[config.mk]
export PLATFORM = sky130hd
export DESIGN_NAME = score_fetch_sequencer
export DESIGN_NICKNAME = d
export VERILOG_FILES = /design/src/rtl/score_fetch_sequencer_pkg.sv /design/src/rtl/score_fetch_sequencer_rd_tag_pipe.sv /design/src/rtl/score_fetch_sequencer.sv
export SDC_FILE = /design/constraint.sdc
export NUM_CORES = 1
export LEC_CHECK = 0
export CELL_PAD_IN_SITES_DETAIL_PLACEMENT = 0
export CELL_PAD_IN_SITES_GLOBAL_PLACEMENT = 1
export CORE_ASPECT_RATIO = 0.9
export CORE_UTILIZATION = 37
export CTS_BUF_LIST = sky130_fd_sc_hd__clkbuf_2 sky130_fd_sc_hd__clkbuf_4 sky130_fd_sc_hd__clkbuf_8
export DETAILED_ROUTE_END_ITERATION = 16
export HOLD_SLACK_MARGIN = 0.1
export PLACE_DENSITY_LB_ADDON = 0.3
export SLEW_MARGIN = 20
export SYNTH_ARGS = -nofsm -noshare
export SYNTH_HDL_FRONTEND = slang
export SYNTH_HIERARCHICAL = 1
export SYNTH_SLANG_ARGS = --single-unit
[constraint.sdc]
create_clock -name clk -period 4.35 [get_ports clk]
set_input_delay 0.87 -clock clk [delete_from_list [all_inputs] [get_ports clk]]
set_output_delay 0.87 -clock clk [all_outputs]
set_load 0.1 [all_outputs]
[src/rtl/score_fetch_sequencer_pkg.sv]
// Shared types for the score fetch sequencer: FSM states, neighbour tag codes
// and the score-RAM address width helper.
package nw_pkg;

    typedef enum logic [1:0] {
        ST_IDLE  = 2'd0,
        ST_ISSUE = 2'd1,
        ST_DRAIN = 2'd2,
        ST_HOLD  = 2'd3
    } state_t;

    localparam logic [1:0] TAG_DIAG = 2'd0;
    localparam logic [1:0] TAG_UP   = 2'd1;
    localparam logic [1:0] TAG_LEFT = 2'd2;

    // Address bits needed to reach every cell of an (n+1)x(n+1) matrix.
    function automatic int addr_width(input int n);
        return $clog2((n + 1) * (n + 1));
    endfunction

endpackage

[src/rtl/score_fetch_sequencer_rd_tag_pipe.sv]
// Valid+tag delay line matching the score-RAM read latency, so each returning
// word can be steered into the right neighbour register.
module rd_tag_pipe #(
    parameter int DEPTH = 1
) (
    input  logic       clk,
    input  logic       rst,
    input  logic       in_valid,
    input  logic [1:0] in_tag,
    output logic       out_valid,
    output logic [1:0] out_tag
);

    generate
        for (genvar gi = 0; gi < DEPTH; gi++) begin : g_stage
            logic       valid_q;
            logic [1:0] tag_q;
            logic       valid_d;
            logic [1:0] tag_d;

            if (gi == 0) begin : g_head
                assign valid_d = in_valid;
                assign tag_d   = in_tag;
            end else begin : g_body
                assign valid_d = g_stage[gi-1].valid_q;
                assign tag_d   = g_stage[gi-1].tag_q;
            end

            always_ff @(posedge clk) begin
                if (rst) begin
                    valid_q <= 1'b0;
                    tag_q   <= 2'd0;
                end else begin
                    valid_q <= valid_d;
                    tag_q   <= tag_d;
                end
            end
        end
    endgenerate

    assign out_valid = g_stage[DEPTH-1].valid_q;
    assign out_tag   = g_stage[DEPTH-1].tag_q;

endmodule

[src/rtl/score_fetch_sequencer.sv]
// Fetches the diagonal, up and left neighbour scores of one matrix cell from a
// fixed-latency score RAM and presents them as a held, handshaked bundle.
module score_fetch_sequencer
    import nw_pkg::*;
#(
    parameter int N       = 128,
    parameter int SCORE_W = 16,
    parameter int RD_LAT  = 1,
    localparam int IDX_W  = $clog2(N + 1),
    localparam int ADDR_W = addr_width(N)
) (
    input  logic               clk,
    input  logic               rst,
    input  logic               start,
    input  logic [IDX_W-1:0]   i_idx,
    input  logic [IDX_W-1:0]   j_idx,
    output logic               busy,
    output logic               ram_en,
    output logic [ADDR_W-1:0]  ram_addr,
    input  logic [SCORE_W-1:0] ram_rdata,
    output logic [SCORE_W-1:0] diag_score,
    output logic [SCORE_W-1:0] up_score,
    output logic [SCORE_W-1:0] left_score,
    output logic               out_valid,
    input  logic               out_ready,
    output logic               err
);

    localparam logic [IDX_W-1:0]  N_IDX  = IDX_W'(N);
    localparam logic [ADDR_W-1:0] STRIDE = ADDR_W'(N + 1);
    localparam logic [ADDR_W-1:0] UP_TO_LEFT = ADDR_W'(N);

    state_t              state_q;
    logic                busy_q;
    logic                ram_en_q;
    logic [ADDR_W-1:0]   ram_addr_q;
    logic [1:0]          tag_q;
    logic [SCORE_W-1:0]  diag_q;
    logic [SCORE_W-1:0]  up_q;
    logic [SCORE_W-1:0]  left_q;
    logic                out_valid_q;
    logic                err_q;

    logic                ret_valid;
    logic [1:0]          ret_tag;
    logic                idx_bad;
    logic [ADDR_W-1:0]   diag_addr;

    assign idx_bad   = (i_idx >= N_IDX) || (j_idx >= N_IDX);
    assign diag_addr = ADDR_W'(i_idx) * STRIDE + ADDR_W'(j_idx);

    // The tag travels alongside the registered enable, i.e. in the issue cycle.
    rd_tag_pipe #(
        .DEPTH (RD_LAT)
    ) u_tag_pipe (
        .clk       (clk),
        .rst       (rst),
        .in_valid  (ram_en_q),
        .in_tag    (tag_q),
        .out_valid (ret_valid),
        .out_tag   (ret_tag)
    );

    always_ff @(posedge clk) begin
        if (rst) begin
            state_q     <= ST_IDLE;
            busy_q      <= 1'b0;
            ram_en_q    <= 1'b0;
            ram_addr_q  <= '0;
            tag_q       <= TAG_DIAG;
            diag_q      <= '0;
            up_q        <= '0;
            left_q      <= '0;
            out_valid_q <= 1'b0;
            err_q       <= 1'b0;
        end else begin
            err_q <= 1'b0;

            case (state_q)
                ST_IDLE: begin
                    if (start) begin
                        if (idx_bad) begin
                            err_q <= 1'b1;
                        end else begin
                            state_q    <= ST_ISSUE;
                            busy_q     <= 1'b1;
                            ram_en_q   <= 1'b1;
                            ram_addr_q <= diag_addr;
                            tag_q      <= TAG_DIAG;
                        end
                    end
                end
                ST_ISSUE: begin
                    if (tag_q == TAG_DIAG) begin
                        ram_addr_q <= ram_addr_q + ADDR_W'(1);
                        tag_q      <= TAG_UP;
                    end else if (tag_q == TAG_UP) begin
                        // up is (j+1,i); left is (j,i+1): one stride minus one further
                        ram_addr_q <= ram_addr_q + UP_TO_LEFT;
                        tag_q      <= TAG_LEFT;
                    end else begin
                        ram_en_q   <= 1'b0;
                        ram_addr_q <= '0;
                        tag_q      <= TAG_DIAG;
                        state_q    <= ST_DRAIN;
                    end
                end
                ST_DRAIN: begin
                    if (ret_valid && ret_tag == TAG_LEFT) begin
                        state_q     <= ST_HOLD;
                        out_valid_q <= 1'b1;
                    end
                end
                ST_HOLD: begin
                    if (out_ready) begin
                        state_q     <= ST_IDLE;
                        busy_q      <= 1'b0;
                        out_valid_q <= 1'b0;
                    end
                end
                default: begin
                    state_q <= ST_IDLE;
                    busy_q  <= 1'b0;
                end
            endcase

            if (ret_valid) begin
                case (ret_tag)
                    TAG_DIAG: diag_q <= ram_rdata;
                    TAG_UP:   up_q   <= ram_rdata;
                    TAG_LEFT: left_q <= ram_rdata;
                    default:  ;
                endcase
            end
        end
    end

    assign busy       = busy_q;
    assign ram_en     = ram_en_q;
    assign ram_addr   = ram_addr_q;
    assign diag_score = diag_q;
    assign up_score   = up_q;
    assign left_score = left_q;
    assign out_valid  = out_valid_q;
    assign err        = err_q;

endmodule

==> reports/metrics.csv <==
stage,metric,value,unit
status,outcome,"finished, final reports clean",
cts,Resize count post-CTS,0,
placed_design,DPL Wire Length,7940,um
sta,Slew HR,32.4,%
worst_setup_path,r2r endpoint,ram_addr[14],
placed_design,placed inst area,0.00499,sq mm
synth,register area share after synthesis,37.6,%
synth,leading area contributor after synthesis,dfxtp_1,
synth,cell count after synthesis,483,
hold_path,Hold Path Origin,diag_score[15],
cts,Worst-path clk slew,80,ps
floorplan,Initial Util,38.3,%
global_route,largest net degree at the start of global routing,53,
worst_setup_path,most frequent CP cell,ha_1,
floorplan,Die Y,99.9,um
worst_setup_path,Startpoint Class,input port,
sta,period utilisation layout,85.4,%
sta,Max Slew Vio Count,0,
cells_and_area,total inserted antenna cells,0,
placed_design,number of buffers added on ports,102,
sta,setup TNS,0,ps
cells_and_area,Post-Layout Cell Count,704,
cells_and_area,layout cells sized above 1,4.70,%
global_route,number of global-route vias before repair,3399,
sta,Max Freq,0.269,GHz
synth,Yosys warnings,6,
synth,"top cells by area, synth","dfxtp_1 (38%), ha_1 (12%), nand2_1 (10%), a21oi_1 (8.9%), o21ai_0 (2.2%)",
synth,Main synth FF type,dfxtp_1,
global_route,first-pass GRT wire length,17300,um
cts,CTS tree,built,
placed_design,# placed instances,688,
global_route,initial antenna violation count,0,
hold_path,Hold Crit Class,flop to flop,
synth,Syn Area/Cell,8.16,sq um
worst_setup_path,Crit path largest cell delay,470,ps
sta,Slew @ Worst Pin,1010,ps
floorplan,core area,0.0103,sq mm
global_route,Congestion Overflow GR,0,
global_route,Top Usage Layer GRT,met2,
sta,final setup vio count,0,
routing,Post-route DRC,0,
routing,Initial DRC Count,143,
sta,RSZ-0062 raised after global routing,no,
power_and_ir_drop,Power per Cell Area,397,mW/mm^2
hold_path,hold path cells,2,
global_route,M2 GR Usage,30.9,%
sta,worst hold slack,456,ps
cells_and_area,design area,0.00520,sq mm
worst_setup_path,critical setup path kind,input port to flop,
cts,CTS sink cnt,74,
cts,root buffer cell,clkbuf_8,
floorplan,die width,111,um
synth,area share of the largest cell type after synthesis,37.6,%
floorplan,I/O pin count,103,
synth,synthesis-stage register bit count,74,
worst_setup_path,FF-to-FF Start,state_q[1],
global_route,met3 Use GR,5.74,%
worst_setup_path,CP Cell Sequence,clkdlybuf4s50_1 -> ha_1 -> ha_1 -> ha_1 -> fa_1 -> ha_1 -> or2_2 -> and3_1 -> a21oi_1 -> xor2_1 -> a22oi_1,
routing,Detail Route Antenna Nets,0,
cts,postcts setup bufs,0,
sta,final hold vios,0,
routing,routed wire length,10800,um
power_and_ir_drop,Max rail drop VDD,0.000222,V
routing,Vias,3736,
synth,"EDFF count, synth",0,
hold_path,hold endpoint,diag_score[15],
placed_design,routability congestion estimate,0.802,
cts,CTS buffer count,9,
synth,Mapped Area,0.00394,sq mm
floorplan,Cell Rows,35,
cells_and_area,Final #Nets,646,
sta,Tmin final,3720,ps
worst_setup_path,Reg2Reg Setup Slack,1740,ps
global_route,Total GRT Usage,19.7,%
worst_setup_path,WP data arrival,3940,ps
worst_setup_path,"Max stage delay cell, worst path",clkdlybuf4s50_1,
cts,worst skew pair latency,340,ps
cells_and_area,synthesis-to-layout area growth,32.0,%
cts,CTS Buffer Depth,2,
floorplan,Die Area,0.0111,sq mm
worst_setup_path,CP required,4580,ps
routing,Vias/cell,5.31,
routing,DR WL/cell,15.3,um
sta,Setup Skew,4.07,ps
worst_setup_path,worst reg-to-reg path cell count,7,
flow_run,total of max-cap violations,0,
synth,Mapped Nets,559,
cts,H-tree levels,3,
worst_setup_path,crit end category,flop,
power_and_ir_drop,Leakage,1.93,nW
worst_setup_path,crit-path max FO,5,
routing,number of detailed-route iterations in the first pass,4,
synth,Yosys cell types,64,
cts,cts hold-fix bufs,0,
global_route,met1 Usage GRT,26.5,%
synth,"Async S/R FF share, synth",0,%
-- Yosys cell counts (all sizes together) (4+ instances only) --
master,n
nand2,109
dfxtp,74
a21oi,70
ha,38
o21ai,23
nor2,22
buf,14
clkbuf,14
nand3,14
inv,9
nand4,8
nor2b,7
a31oi,5
and3,5
a21o,4
xor2,4
-- layer usage --
layer	wire length, um	vias to the layer above
met2	4800	86
met1	5180	1751
li1	-	1889
met3	640	10
met4	129	0
met5	0	-
-- placed cells by master (no fill, tap or decap), drive strengths merged, types with 3 or more instances in the layout --
master and n:
a31oi 5, inv 9, a41oi 3, dfxtp 74, nor2 22, o21ai 23, nand2 109, clkbuf 11
nand3 14, ha 38, clkdlybuf4s50 101, a22oi 3, nor2b 7, nand4 8, buf 3, a311oi 3
a21o 4, xor2 4, clkinv 3, a21oi 70, or2 3, and3b 3, and3 5
-- sequential cells by signal (all words and copies together), names as in the netlist --
name and cells:
out_valid 1, up_score 16, tag_q 2, ram_en 1, busy 1, state_q 2, err 1, ram_addr 15
u_tag_pipe/out_valid 1, u_tag_pipe/out_tag 2, left_score 16, diag_score 16
-- where the power goes --
part           total (W)  switching, W  internal, W
clock           0.000544      0.000251     0.000293
sequential      0.000773     0.0000540     0.000719
combinational   0.000751      0.000519     0.000232
-- per-stage QoR --
step           power, W  utilization (%)  worst slack [ps]
2_1_floorplan   0.00134                -               948
3_3_place_gp    0.00152             48.5               357
3_5_place_dp    0.00154             48.5               280
4_1_cts         0.00208             50.5               656
5_1_grt         0.00217             50.6               482
6_report        0.00207             50.6               634
-- cells by family after synthesis --
kind of cell,synth area share (%)
AND/OR/NAND/NOR,21.8
XOR/XNOR,1.33
AO/OA/AOI/OAI,21.2
adder cells (fa/ha/maj),13.1
buffers and inverters,4.44
multiplexers,0.508
flip-flops,37.6
-- critical path: cells and delay by family --
family,cells,cell delay [ps]
AOI/OAI and AO/OA,2,260
xor gates and xnor gates,1,160
adders and majority gates,5,1670
buffers and inverters,1,470
and+or+nand+nor,2,530
-- worst max path at each step --
stage,from,to,slack (ps),depth (start not counted)
2_1_floorplan,i_idx[7],ram_addr[13],950,10
3_3_place_gp,i_idx[7],ram_addr[13],360,11
3_5_place_dp,i_idx[7],ram_addr[13],280,11
4_1_cts,i_idx[7],ram_addr[13],660,11
5_1_grt,i_idx[3],ram_addr[11],480,11
6_report,i_idx[7],ram_addr[13],630,11
-- layout make-up --
class	instances	area [sq um]
fillers	1029	5090
multi-input cells	372	2290
flip-flops and latches	74	1480
repair buffers	104	1030
well taps	129	161
clock buffers	11	151
clock inverters	5	52.6
inverters	9	33.8
Note: power is estimated with default switching activity, not from simulation.
